`src/rtl/level_sensor_conditioner.sv`:
```
// Conditions the Su/Lh/Ll pad inputs: two-flop sync, per-channel debounce, edge pulses,
// and a sticky fault flag for the impossible "high probe wet, low probe dry" state.
module level_sensor_conditioner #(
    parameter int DEB_BITS     = 8,
    parameter int DEB_COUNT    = 200,
    parameter int FAULT_CYCLES = 16
) (
    input  logic clk,
    input  logic rst_n,
    input  logic en,
    input  logic su_raw,
    input  logic lh_raw,
    input  logic ll_raw,
    input  logic fault_clr,
    output logic su_clean,
    output logic lh_clean,
    output logic ll_clean,
    output logic su_rise,
    output logic lh_rise,
    output logic ll_fall,
    output logic sensor_fault
);

    localparam logic [DEB_BITS-1:0] DEB_LAST = DEB_BITS'(DEB_COUNT - 1);
    localparam logic [7:0]          FLT_MAX  = 8'(FAULT_CYCLES);

    // Channel index: 0 = Su, 1 = Lh, 2 = Ll.
    logic [2:0]          sync1;
    logic [2:0]          sync2;
    logic [2:0]          clean;
    logic [DEB_BITS-1:0] cnt [3];
    logic [2:0]          flip;
    logic [7:0]          fcnt;
    logic                fault_cond;

    always_comb begin
        flip = 3'b000;
        for (int i = 0; i < 3; i++) begin
            flip[i] = (sync2[i] != clean[i]) && en && (cnt[i] == DEB_LAST);
        end
    end

    always_ff @(posedge clk or negedge rst_n) begin
        if (!rst_n) begin
            sync1 <= 3'b000;
            sync2 <= 3'b000;
            clean <= 3'b000;
            for (int i = 0; i < 3; i++) begin
                cnt[i] <= '0;
            end
        end else begin
            sync1 <= {ll_raw, lh_raw, su_raw};
            sync2 <= sync1;
            for (int i = 0; i < 3; i++) begin
                if (sync2[i] == clean[i]) begin
                    cnt[i] <= '0;
                end else if (flip[i]) begin
                    clean[i] <= sync2[i];
                    cnt[i]   <= '0;
                end else if (en) begin
                    cnt[i] <= cnt[i] + 1'b1;
                end
            end
        end
    end

    // Pulses are registered on the same edge that updates clean, so they align with the new value.
    always_ff @(posedge clk or negedge rst_n) begin
        if (!rst_n) begin
            su_rise <= 1'b0;
            lh_rise <= 1'b0;
            ll_fall <= 1'b0;
        end else begin
            su_rise <= flip[0] & sync2[0];
            lh_rise <= flip[1] & sync2[1];
            ll_fall <= flip[2] & ~sync2[2];
        end
    end

    assign fault_cond = clean[1] & ~clean[2];

    // Clear wins over a set landing in the same cycle.
    always_ff @(posedge clk or negedge rst_n) begin
        if (!rst_n) begin
            fcnt         <= 8'd0;
            sensor_fault <= 1'b0;
        end else if (fault_clr) begin
            fcnt         <= 8'd0;
            sensor_fault <= 1'b0;
        end else if (!fault_cond) begin
            fcnt <= 8'd0;
        end else if (en && (fcnt != FLT_MAX)) begin
            fcnt <= fcnt + 8'd1;
            if (fcnt + 8'd1 == FLT_MAX) begin
                sensor_fault <= 1'b1;
            end
        end
    end

    assign su_clean = clean[0];
    assign lh_clean = clean[1];
    assign ll_clean = clean[2];

endmodule

```
`config.mk`:
```
export PLATFORM = sky130hd
export DESIGN_NAME = level_sensor_conditioner
export DESIGN_NICKNAME = d
export VERILOG_FILES = /design/src/rtl/level_sensor_conditioner.sv
export SDC_FILE = /design/constraint.sdc
export NUM_CORES = 1
export LEC_CHECK = 0
export ABC_CLOCK_PERIOD_IN_PS = 1600
export CAP_MARGIN = 10
export CORE_ASPECT_RATIO = 1.5
export CORE_MARGIN = 5
export CORE_UTILIZATION = 53
export CTS_CLUSTER_DIAMETER = 80
export CTS_CLUSTER_SIZE = 10
export DETAILED_ROUTE_END_ITERATION = 8
export PLACE_DENSITY_LB_ADDON = 0.3
export SETUP_SLACK_MARGIN = 0.4
export SLEW_MARGIN = 25
export SYNTH_ARGS = -nofsm -noshare
export SYNTH_HDL_FRONTEND = slang
export SYNTH_SLANG_ARGS = --single-unit
```
`constraint.sdc`:
```
create_clock -name clk -period 1.6 [get_ports clk]
set_input_delay 0.4 -clock clk [delete_from_list [all_inputs] [get_ports clk]]
set_output_delay 0.4 -clock clk [all_outputs]
set_load 0.005 [all_outputs]
```
# After elaboration in Yosys (flattened, before gate mapping)
# Index checks and enable logic that the tools add are counted.
word_totals:
  out_inout_bits: 7
  word_cells: 71
  input_bits: 7
  ff_bits: 45
classes:
  bitwise: 9
  reduce_logical: 17
  n_mux: 16
  eq_ne: 12
  addsub: 4
ops:
  columns: ["cell", "n"]
  rows:
  - ["two-way mux 8 bit", 12]
  - ["adder 8 x 1 -> 8 bit (second input constant)", 4]
  - ["equality test 8 bit (second input constant)", 3]
  - ["nonzero test 3 bit", 3]
  - ["equality test 8 x 5 -> 1 bit (second input constant)", 1]
  - ["!= test 8 x 5 -> 1 bit (second input constant)", 1]
  - ["logical AND 1 bit", 7]
  - ["AND reduction 2 bit", 3]
  - ["nonzero test 2 bit", 3]
  - ["inverter 1 bit", 5]
  - ["bitwise AND 1 bit", 4]
  - ["two-way mux 1 bit", 4]
  - ["equality test 1 bit", 3]
  - ["!= test 1 bit", 3]
  - ["!= test 3 x 2 -> 1 bit (second input constant)", 1]
  - ["AND reduction 3 bit", 1]

# Depth between registers and ports, before layout
depth:
  ltp_word: 6
  mapped_depth: 6
  ltp_nobuf: 6

# Least setup slack after synthesis
# Ideal clock, no wire load.
synth_path:
  kind: "register to register"
  from: "register clean[2]"
  to: "register sensor_fault"
  path_stages_with_launch: 6
  arrival_time_ns: 1.577
  required_ns: 1.518
  path_buffers: 1
  setup_slack_ns: -0.059
  setup_ns: 0.082
  synth_period_minus_slack_ns: 1.659
  cell_sequence: "dfrtp_1 or3b_1 buf_6 or3_1 a221o_1 o22ai_1"
synth_between:
  elab_chain_len: 4
synth_rtl:
  columns: ["element", "line", "rtl"]
  rows:
  - ["from (decl)", "30", "logic [2:0] clean;"]
  - ["from (signal, indexed assignment)", "58", "clean[i] <= sync2[i];"]
  - ["inverter 1 bit", "80", "assign fault_cond = clean[1] & ~clean[2];"]
  - ["bitwise AND 1 bit", "80", null]
  - ["nonzero test 2 bit (no line)", null, null]
  - ["AND reduction 3 bit (no line)", null, null]
  - ["to (signal assigned)", "86", "sensor_fault <= 1'b0;"]
  - ["to (signal assigned)", "89", "sensor_fault <= 1'b0;"]
  - ["to (signal assigned)", "95", "sensor_fault <= 1'b1;"]
  - ["to (decl)", "21", "output logic sensor_fault"]
# Every way passes these cells.
# A chain may end at the register's enable or synchronous reset.

# Final worst setup path
# Ends and elaborated chain as after synthesis.

==> summary.md <==
| Metric | Value |
|---|---|
| NetSw | 0.536 mW |
| Clock Path Buffers | 2 |
| Fin area | 0.00344 mm2 |
| Avg Cell Area, Syn | 9.68 um2 |
| CTS tree | yes |
| Min-Delay Path Class | input port to async pin |
| Largest net degree at the start of global routing | 46 |
| Area after DPL | 0.00265 mm2 |
| Netlist cell types | 41 |
| Initial Util | 0.536 |
| Htree depth | 2 |
| Core area | about 0.0042 mm2 |
| Detailed placer's ending HPWL | around 3.2 mm |
| CTS Buf Count | 5 |
| Antenna cell count | 0 |
| Tot Pwr | 2.13 mW |
| Setup crit start kind | flop |
| Critical path class | flop to flop |
| Sequential area share after synthesis | 0.504 |
| Crit. End Element | flop |
| Synthesized Nets | 243 |
| Final hold viol count | 0 |
| Pre-antenna DRT Iters | 4 |
| Global placer's final weighted congestion | approximately 0.85 |
| Largest stage delay, worst path | 0.39 ns |
| Max-capacitance violation count | 0 |
| CP Max Fanout | 2 |
| Wire per inst | roughly 17 um |
| Vias in the first global route | 2061 |
| Rel. slew slack | 0.746 |
| Synth-to-layout area growth | 53.7% |
| Vias per cell | around 5.9 |
| Die ar. | about 0.0056 mm2 |
| NumNets Final | 320 |
| Setup slack after layout | -0.0618 ns |
| Failing checks | setup timing |
| Clock sink count | 45 |
| Reg power frac | 0.559 |
| Initial DRC Count | 135 |
| Final Setup Violations | 1 |
| Power share of the combinational group | 0.111 |
| Top FF cell, synth | dfrtp_1 |
| Final WL | around 6.0 mm |
| Clock share of power | 0.330 |
| Horiz. Die Dim | roughly 63 um |
| Final ANT Viol Nets | 0 |
| Max Freq | about 0.6 GHz |
| Critical-path cell list | buf_6, or3b_4, or3_1, a221o_1, o22ai_1 |
| Skew-Pair Late Insertion Delay | roughly 0.31 ns |
| CP max-delay cell | dfrtp_1 |
| # IOs | 14 |
| Layout fillers | around 230 |
| Worst endpoint data arrival time | between 1.5 and 2 ns |
| CP delay by family, top | simple AND/OR/NAND/NOR gates |
| Syn Inst Count | approximately 230 |
| Commonest non-fill, non-tap cell in the layout | buf_4 |
| Root Driver | clkbuf_8 |
| Via count of the routed design | between 2k and 2.5k |
| Max Slew Vio Count | 0 |
| Leak | about 1.5 nW |
| Outcome | finished with violations |
| Rows | 29 |
| Die Ht | 89.6 um |
| Share of cells above drive strength 1 | 0.482 |
| Switching Fraction | 0.252 |
| Sequential cell area | 0.00113 mm2 |
| Synth Register Bits | 45 |
| Final setup TNS | -0.0618 ns |
| Remaining DRCs | 0 |
| Period Utilization, post-route | 1.04 |
| Yosys Warn Count | 0 |
| Gr usage total | 0.206 |
| RSZ-0062 raised after global routing | true |
| Most frequent cells in the layout | buf_4 (43), dfrtp_1 (40), nand2_1 (26), buf_6 (23) |
| Worst Skew | 0.0111 ns |
| Actual slew at the worst max-slew pin | 0.381 ns |
| Internal | 1.59 mW |
| Mapped cell area | approximately 0.0022 mm2 |
| Async S/R FF share, synth | 1.00 |
| Area of the multi-input gates | approximately 0.0014 mm2 |
| Grt total ovfl | 0 |
| First-pass GRT wire length | 9.14 mm |
| Tmin final | 1.66 ns |
| WP data required | 1.82 ns |
| Initial antenna violation count | 0 |
| Pwr dens | 619 mW/mm2 |
| Peak VDD IR | between 0.001 and 0.0015 V |
| Clock Pin Slew Worst Setup and Hold Paths | ~0.09 ns |
| CP Buf/Inv Count | 1 |
| Post-synth EDFFs | 0 |
| PortBufs | 13 |
[power by group through the flow]
stage | Clock (mW) | Combinational [mW] | Sequential [mW]
after floorplan | 0 | 0.0729 | 1.20
after global placement | 0 | 0.150 | 1.20
after detailed placement | 0 | 0.154 | 1.21
after CTS | 0.709 | 0.202 | 1.18
after global routing | 0.757 | 0.257 | 1.19
final | 0.702 | 0.235 | 1.19
[sequential cells by signal, summed over array words and instances, names as in the netlist]
signal and cells:
cnt 24, fcnt 8, clean 3, sync1 3, sync2 3, lh_rise 1, ll_fall 1, sensor_fault 1
su_rise 1
[routing by layer]
metal	global-route usage	up-vias	share of wire
li1	-	973	-
met1	0.221	1045	0.39
met2	0.364	58	0.54
met3	0.0428	21	0.034
met4	0.141	0	0.036
met5	0	-	0
[what timing repair did]
| item | 4_1_cts | 5_1_grt |
|---|---|---|
| endpoints found under the setup margin | 45 | 44 |
| hold buffers | 0 | 0 |
| endpoints found under the hold margin | 0 | 0 |
| setup buffers | 26 | 13 |
| pin swaps | 14 | 31 |
| gates cloned | 0 | 1 |
| resized for setup | 99 | 39 |
[worst register-to-register path: stages (launching register included)]
cell     delay, ns
dfrtp_1       0.39
buf_6         0.12
or3b_4        0.38
or3_1         0.32
a221o_1       0.26
o22ai_1       0.10
[layout make-up]
type                       count  area share
clock inverter                 1     0.00218
clock buffer                   7      0.0222
inverter                       6     0.00728
tap                           46      0.0167
sequential                    45       0.329
timing repair buffer          80       0.206
multi-input combinational    170       0.416
[synth_stat cells (2+ instances only)]
library cell   n  share of area
or4_1          2         0.0067
xnor2_1        8          0.031
nand2_1       33          0.055
and2_1         6          0.017
ha_1           5          0.028
inv_1          6          0.010
o21ai_0       12          0.027
o211ai_1       3          0.010
nor3_1         6          0.013
nand2b_1       2         0.0056
a21o_1         2         0.0067
nor4_1         2         0.0056
clkbuf_1       9          0.015
a21oi_1        4         0.0090
xor2_1        13          0.051
or3_1          4          0.011
a31oi_1        6          0.017
a211oi_1       3          0.010
nor2_1        14          0.024
nand4_1        9          0.025
and3_1         6          0.017
nand3_1       11          0.025
a22o_1         3          0.012
dfrtp_1       45           0.50
[cell families after synthesis]
| family | synth area share |
|---|---|
| multiplexers | 0.00951 |
| buffers and inverters | 0.0325 |
| XOR/XNOR | 0.0823 |
| flip-flops | 0.504 |
| adder cells (fa/ha/maj) | 0.0280 |
| AND/OR/NAND/NOR | 0.225 |
| AO/OA/AOI/OAI | 0.119 |
[metrics by stage]
stage / setup WS, ns / std cells / hold WS, ns / util
final: -0.0618 / 355 / 0.0517 / 0.824
after CTS: -0.0351 / 341 / 0.0648 / 0.754
after global placement: -0.335 / 307 / 0.335 / 0.635
after detailed placement: -0.383 / 307 / 0.346 / 0.635
after floorplan: -0.0357 / 231 / 0.104 / -
after global routing: -0.122 / 355 / 0.0730 / 0.824
[worst paths after layout]
kind                                            from                        to  slack (ns)  cells past startpoint
worst max-delay path            clean[2]$_DFFE_PN0P_  sensor_fault$_DFFE_PN0P_       -0.06                      5
worst min-delay path                           rst_n         ll_fall$_DFF_PN0_        0.05                      2
worst max register to register  clean[2]$_DFFE_PN0P_  sensor_fault$_DFFE_PN0P_       -0.06                      5
worst min register to register    sync1[1]$_DFF_PN0_        sync2[1]$_DFF_PN0_        0.36                      0
max in group asynchronous                      rst_n        sync2[1]$_DFF_PN0_        1.31                      2
min in group clk                  sync1[1]$_DFF_PN0_        sync2[1]$_DFF_PN0_        0.36                      0
No activity file was read; power rests on OpenSTA's default activity.
